`src/rtl/booth_mul_arbiter_pkg.sv`:
```
// Shared constants for the booth multiplier arbiter: FSM encodings and
// a helper that sizes the latency counter.
package booth_mul_arbiter_pkg;

  localparam int STATE_W = 2;

  localparam logic [STATE_W-1:0] ST_IDLE = 2'd0;
  localparam logic [STATE_W-1:0] ST_BUSY = 2'd1;
  localparam logic [STATE_W-1:0] ST_RESP = 2'd2;

  // Bits needed to hold values 0..cycles-1, never less than one bit.
  function automatic int cnt_width(input int cycles);
    return (cycles > 1) ? $clog2(cycles) : 1;
  endfunction

endpackage

```
`src/rtl/booth_rr_pick.sv`:
```
// Combinational round-robin picker: the first asserted request found when
// scanning upward from ptr+1 (with wrap) wins, so the last winner ranks last.
module booth_rr_pick #(
  parameter int N     = 4,
  parameter int IDX_W = (N > 1) ? $clog2(N) : 1
) (
  input  logic [N-1:0]     req,
  input  logic [IDX_W-1:0] ptr,
  output logic [N-1:0]     grant,
  output logic [IDX_W-1:0] grant_idx,
  output logic             any_req
);

  // Scan all N positions starting just after the pointer; keep the first hit.
  always_comb begin
    logic             found;
    logic [IDX_W-1:0] idx;
    // NOTE: every output gets a default before the loop so no path leaves it unassigned (no latch).
    grant     = '0;
    grant_idx = '0;
    found     = 1'b0;
    idx       = '0;
    for (int off = 1; off <= N; off++) begin
      idx = IDX_W'((int'(ptr) + off) % N);
      if (!found && req[idx]) begin
        found      = 1'b1;
        grant_idx  = idx;
        grant[idx] = 1'b1;
      end
    end
  end

  assign any_req = |req;

endmodule

```
`src/rtl/booth_mul_arbiter.sv`:
```
// Shares one booth_top multiplier core among NUM_REQ requesters.
// Round-robin grant in IDLE, fixed-latency wait in BUSY while mul_start is
// held high, then the tagged product is presented in RESP until accepted.
module booth_mul_arbiter
  import booth_mul_arbiter_pkg::*;
#(
  parameter int NUM_REQ    = 4,
  parameter int WIDTH      = 16,
  parameter int MUL_CYCLES = 17,
  localparam int ID_W      = $clog2(NUM_REQ),
  localparam int PROD_W    = 2 * WIDTH + 1
) (
  input  logic                     clk,
  input  logic                     rst,
  input  logic [NUM_REQ-1:0]       req_valid,
  output logic [NUM_REQ-1:0]       req_ready,
  input  logic [NUM_REQ*WIDTH-1:0] req_a,
  input  logic [NUM_REQ*WIDTH-1:0] req_b,
  output logic                     resp_valid,
  input  logic                     resp_ready,
  output logic [ID_W-1:0]          resp_id,
  output logic [PROD_W-1:0]        resp_product,
  output logic                     mul_start,
  output logic [WIDTH-1:0]         mul_a,
  output logic [WIDTH-1:0]         mul_b,
  input  logic [PROD_W-1:0]        mul_product
);

  localparam int CNT_W = cnt_width(MUL_CYCLES);

  logic [STATE_W-1:0] state_q, state_d;
  logic [CNT_W-1:0]   cnt_q, cnt_d;
  logic [ID_W-1:0]    ptr_q, ptr_d;
  logic [ID_W-1:0]    id_q, id_d;
  logic [WIDTH-1:0]   mul_a_q, mul_a_d;
  logic [WIDTH-1:0]   mul_b_q, mul_b_d;
  logic               mul_start_q, mul_start_d;
  logic [PROD_W-1:0]  resp_product_q, resp_product_d;
  logic [ID_W-1:0]    resp_id_q, resp_id_d;

  logic [NUM_REQ-1:0] grant;
  logic [ID_W-1:0]    grant_idx;
  logic               any_req;

  booth_rr_pick #(
    .N     (NUM_REQ),
    .IDX_W (ID_W)
  ) u_pick (
    .req       (req_valid),
    .ptr       (ptr_q),
    .grant     (grant),
    .grant_idx (grant_idx),
    .any_req   (any_req)
  );

  // Grants are only offered while idle; at most one bit is ever set.
  assign req_ready = (state_q == ST_IDLE) ? grant : '0;

  // Next-state logic for the FSM, latency counter and datapath registers.
  always_comb begin
    state_d        = state_q;
    cnt_d          = cnt_q;
    ptr_d          = ptr_q;
    id_d           = id_q;
    mul_a_d        = mul_a_q;
    mul_b_d        = mul_b_q;
    mul_start_d    = mul_start_q;
    resp_product_d = resp_product_q;
    resp_id_d      = resp_id_q;
    case (state_q)
      ST_IDLE: begin
        if (any_req) begin
          mul_a_d     = req_a[int'(grant_idx)*WIDTH +: WIDTH];
          mul_b_d     = req_b[int'(grant_idx)*WIDTH +: WIDTH];
          id_d        = grant_idx;
          ptr_d       = grant_idx;
          cnt_d       = CNT_W'(MUL_CYCLES - 1);
          mul_start_d = 1'b1;
          state_d     = ST_BUSY;
        end
      end
      ST_BUSY: begin
        if (cnt_q == '0) begin
          resp_product_d = mul_product;
          resp_id_d      = id_q;
          mul_start_d    = 1'b0;
          state_d        = ST_RESP;
        end else begin
          cnt_d = cnt_q - CNT_W'(1);
        end
      end
      ST_RESP: begin
        if (resp_ready) begin
          state_d = ST_IDLE;
        end
      end
      default: begin
        mul_start_d = 1'b0;
        state_d     = ST_IDLE;
      end
    endcase
  end

  // State registers; reset aborts any operation and drops mul_start at once.
  always_ff @(posedge clk or posedge rst) begin
    if (rst) begin
      state_q        <= ST_IDLE;
      cnt_q          <= '0;
      ptr_q          <= ID_W'(NUM_REQ - 1);
      id_q           <= '0;
      mul_a_q        <= '0;
      mul_b_q        <= '0;
      mul_start_q    <= 1'b0;
      resp_product_q <= '0;
      resp_id_q      <= '0;
    end else begin
      // NOTE: non-blocking assignments so every register samples pre-edge values.
      state_q        <= state_d;
      cnt_q          <= cnt_d;
      ptr_q          <= ptr_d;
      id_q           <= id_d;
      mul_a_q        <= mul_a_d;
      mul_b_q        <= mul_b_d;
      mul_start_q    <= mul_start_d;
      resp_product_q <= resp_product_d;
      resp_id_q      <= resp_id_d;
    end
  end

  assign resp_valid   = (state_q == ST_RESP);
  assign resp_id      = resp_id_q;
  assign resp_product = resp_product_q;
  assign mul_start    = mul_start_q;
  assign mul_a        = mul_a_q;
  assign mul_b        = mul_b_q;

endmodule

```
`config.mk`:
```
export PLATFORM = sky130hd
export DESIGN_NAME = booth_mul_arbiter
export DESIGN_NICKNAME = d
export VERILOG_FILES = /design/src/rtl/booth_mul_arbiter_pkg.sv /design/src/rtl/booth_rr_pick.sv /design/src/rtl/booth_mul_arbiter.sv
export SDC_FILE = /design/constraint.sdc
export NUM_CORES = 1
export LEC_CHECK = 0
export CAP_MARGIN = 0
export CORE_ASPECT_RATIO = 0.8
export CORE_MARGIN = 2
export CORE_UTILIZATION = 38
export CTS_BUF_LIST = sky130_fd_sc_hd__clkbuf_2
export DETAILED_ROUTE_END_ITERATION = 6
export PLACE_DENSITY_LB_ADDON = 0.25
export SLEW_MARGIN = 20
export SYNTH_ARGS = -nofsm -noshare
export SYNTH_HDL_FRONTEND = slang
export SYNTH_SLANG_ARGS = --single-unit
```
`constraint.sdc`:
```
create_clock -name clk -period 2.67 [get_ports clk]
set_input_delay 0.4005 -clock clk [delete_from_list [all_inputs] [get_ports clk]]
set_output_delay 0.4005 -clock clk [all_outputs]
set_load 0.02 [all_outputs]
```
==> impl_metrics.yaml <==
outcome:
  outcome: "finished with violations"
  violations: "setup timing"
timing:
  slew_headroom_pct: 51.7
  clock.fmax_ghz: 0.323
  whs_ns: 0.200
  period_needed_ns: 3.09
  setup_viol: 7
  worst_slew_pin_slew_ns: 0.724
  min_period_over_period_pct: 116
  slew_viol_final: 0
  finalHoldViolCount: 0
  grt_setup_unrepaired: "true"
  finClkSkew_ns: 0.0149
  setup_slack_ns: -0.424
routing:
  drt_iter0_markers: 131
  antenna_left: 0
  wl_per_cell_um: 16.2
  route.detailed.drc: 0
  wirelength_um: 14100
  drt_first_pass_iters: 4
  post_drt_via_cell_ratio: 5.01
  vias: 4347
pwr:
  total_power_mw: 8.57
  p_leak_nw: 3.21
  powerDensity_mw_per_mm2: 1110
  peakVddDrop_uv: 392
critical_path:
  critPathLaunchType: "register"
  r2r-end: "mul_a[0]"
  cp.arrival_ns: 2.69
  critPathCaptureType: "output port"
  crit_path_max_fanout: 5
  r2r_cells: 10
  regToRegStartpoint: "ptr_q[0]"
  rrSetupSlack_ns: -0.03
  cp.required_ns: 2.27
  path_class: "register to output port"
yosys:
  syn_area_mm2: 0.00474
  synth_compound_area_share_pct: 11.0
  synth.distinct_cells: 43
  ys_warn_count: 0
  yosys.area_share.simple_pct: 12.6
  synth.yosys.seq_area_share_pct: 41.7
  synth_top_family_by_area: "multiplexers"
  synthAdderAreaFrac_pct: 2.64
  synth.area.mux_share_pct: 25.9
  ys_ff_latch: 79
  synthesis.instances: 452
  syn-num-nets: 630
  ys_dominant_reg_cell: "dfrtp_1"
  avgSynthCellArea_um2: 10.5
  async_flop_share_pct: 100
  synth_edf_count: 0
  synth_xor_area_share_pct: 0.739
cells_and_area:
  fin_util_pct: 63.4
  syn_to_final_growth_pct: 62.6
  n_antenna_cell: 0
  finalNonFillerCells: 868
  nFillCells: 981
  fin_nets: 889
  drive_gt1_share_pct: 22.6
place:
  place_ws_ns: -0.547
  hpwl_um: 10600
  numPlacedInstances: 846
  numPortBuffers: 240
  routabilityCongestion: 0.806
clocking:
  cts_root_buffer: "clkbuf_2"
  postCtsHoldBufs: 0
  h-tree-depth: 3
  cts.clk_slew.worst_paths_ns: 0.23
  cts_tree: "yes"
  clkLatencyLatePin_ns: 0.57
  cts_buffers: 9
  clock_sinks: 79
  cts_buffer_depth: 2
global_routing:
  overflow: 0
  antenna_found_initial: 0
  grt_first_pass_wirelength_um: 22000
  grt_max_degree: 39
  grt_pass1_vias: 4462
  grt_usage_pct: 21.0
floorplanning:
  die_w_um: 129
  ioPinCount: 241
  chipHeight_um: 104
  die_area_mm2: 0.0134
  core_area_mm2: 0.0122
  initial_utilization_pct: 39.0
  rows: 36
job:
  max_cap_viol_count: 0
worst_hold_path:
  worst_hold_path_type: "input pin to asynchronous set/reset pin"
stage by stage:
| step | setup TNS, ns | area [µm²] |
|---|---|---|
| after floorplan | 0 | 4740 |
| after global placement | -2.90 | 7430 |
| after detailed placement | -5.19 | 7430 |
| after CTS | -1.82 | 7630 |
| after global routing | -4.34 | 7710 |
| final | -1.55 | 7710 |
per-layer routing:
layer  routed length, µm  up-vias  share of wire, %  global-route usage, %
li1                    -     2090                 -                      -
met1                5580     2063                40                   23.6
met2                7040      173                50                   37.2
met3                1190       21               8.4                   7.51
met4                 269        0               1.9                   6.60
met5                   0        -                 0                      0
cells by family (layout without fill, tap and decap cells):
kind of cell / after synthesis / after routing
adder cells (fa/ha/maj): 10 / 10
XOR/XNOR: 4 / 4
AND/OR/NAND/NOR: 146 / 146
flip-flops: 79 / 79
buffers and inverters: 44 / 308
multiplexers: 106 / 106
AO/OA/AOI/OAI: 63 / 63
cell usage after synthesis, drive strengths merged (3+ instances only):
| library cell | n | area [µm²] |
|---|---|---|
| a21oi | 8 | 40.0 |
| buf | 21 | 171 |
| clkbuf | 9 | 33.8 |
| dfrtp | 77 | 1930 |
| ha | 10 | 125 |
| inv | 14 | 52.6 |
| mux2 | 70 | 856 |
| mux2i | 35 | 350 |
| nand2 | 117 | 439 |
| nand2b | 4 | 25.0 |
| nand3 | 3 | 15.0 |
| nor2 | 11 | 41.3 |
| o211ai | 36 | 355 |
| o21ai | 9 | 45.0 |
report_power, final:
| group | total [mW] | internal (mW) | switching [mW] |
|---|---|---|---|
| sequential | 2.13 | 1.80 | 0.333 |
| combinational | 5.67 | 2.93 | 2.73 |
| clock | 0.778 | 0.319 | 0.459 |
sequential cells by signal (all words and copies together) (netlist names):
name          count
mul_b            16
mul_a            16
ptr_q             2
state_q           2
resp_id           2
id_q              2
mul_start         1
resp_product     33
cnt_q             5
critical path, cell delays in order, from the launching register on:
cell      delay (ns)
dfstp_2         0.64
mux4_2          0.53
a211o_1         0.31
o211ai_1        0.22
o21ai_1         0.11
a21oi_1         0.15
buf_4           0.16
layout make-up:
cell class / count / area, µm² / share of cell area, %
tap: 152 / 190 / 2.47
inverter: 14 / 53.8 / 0.698
timing repair buffer: 278 / 2760 / 35.8
sequential: 79 / 1980 / 25.7
multi-input combinational: 329 / 2590 / 33.5
clock inverter: 6 / 92.6 / 1.20
clock buffer: 10 / 50.0 / 0.649
worst max path at each step:
stage                      start           end  slack (ns)  depth (start not counted)
floorplan               ptr_q[0]      mul_b[7]        0.03                         11
global placement    req_valid[1]  req_ready[1]       -0.37                          7
detailed placement  req_valid[3]  req_ready[2]       -0.55                          9
CTS                     ptr_q[0]  req_ready[0]       -0.47                          6
global route            ptr_q[0]  req_ready[0]       -0.60                          6
finish                  ptr_q[0]  req_ready[0]       -0.42                          6
repair_timing:
action / 4_1_cts / 5_1_grt
setup endpoints to repair: 13 / 36
buffers inserted: 2 / 2
pin swaps: 4 / 2
endpoints found under the hold margin: 0 / 0
gates cloned: 1 / 1
resized for setup: 26 / 9
layout by cell type (no fill, tap or decap), types with 4 or more instances in the layout:
master / netlist / final
o211ai_2: 17 / 17
clkdlybuf4s50_1: 0 / 236
o21ai_1: 1 / 4
a21oi_1: 8 / 8
inv_1: 14 / 13
clkbuf_2: 0 / 10
mux2i_1: 35 / 28
mux2_2: 52 / 52
nor2_1: 11 / 11
o21ai_0: 8 / 4
buf_4: 5 / 37
o211ai_1: 19 / 19
dfrtp_1: 77 / 77
mux2_4: 18 / 18
ha_1: 10 / 9
mux2i_2: 0 / 6
nand2b_1: 4 / 4
nand2_1: 117 / 117
No activity file was read; power rests on OpenSTA's default activity.
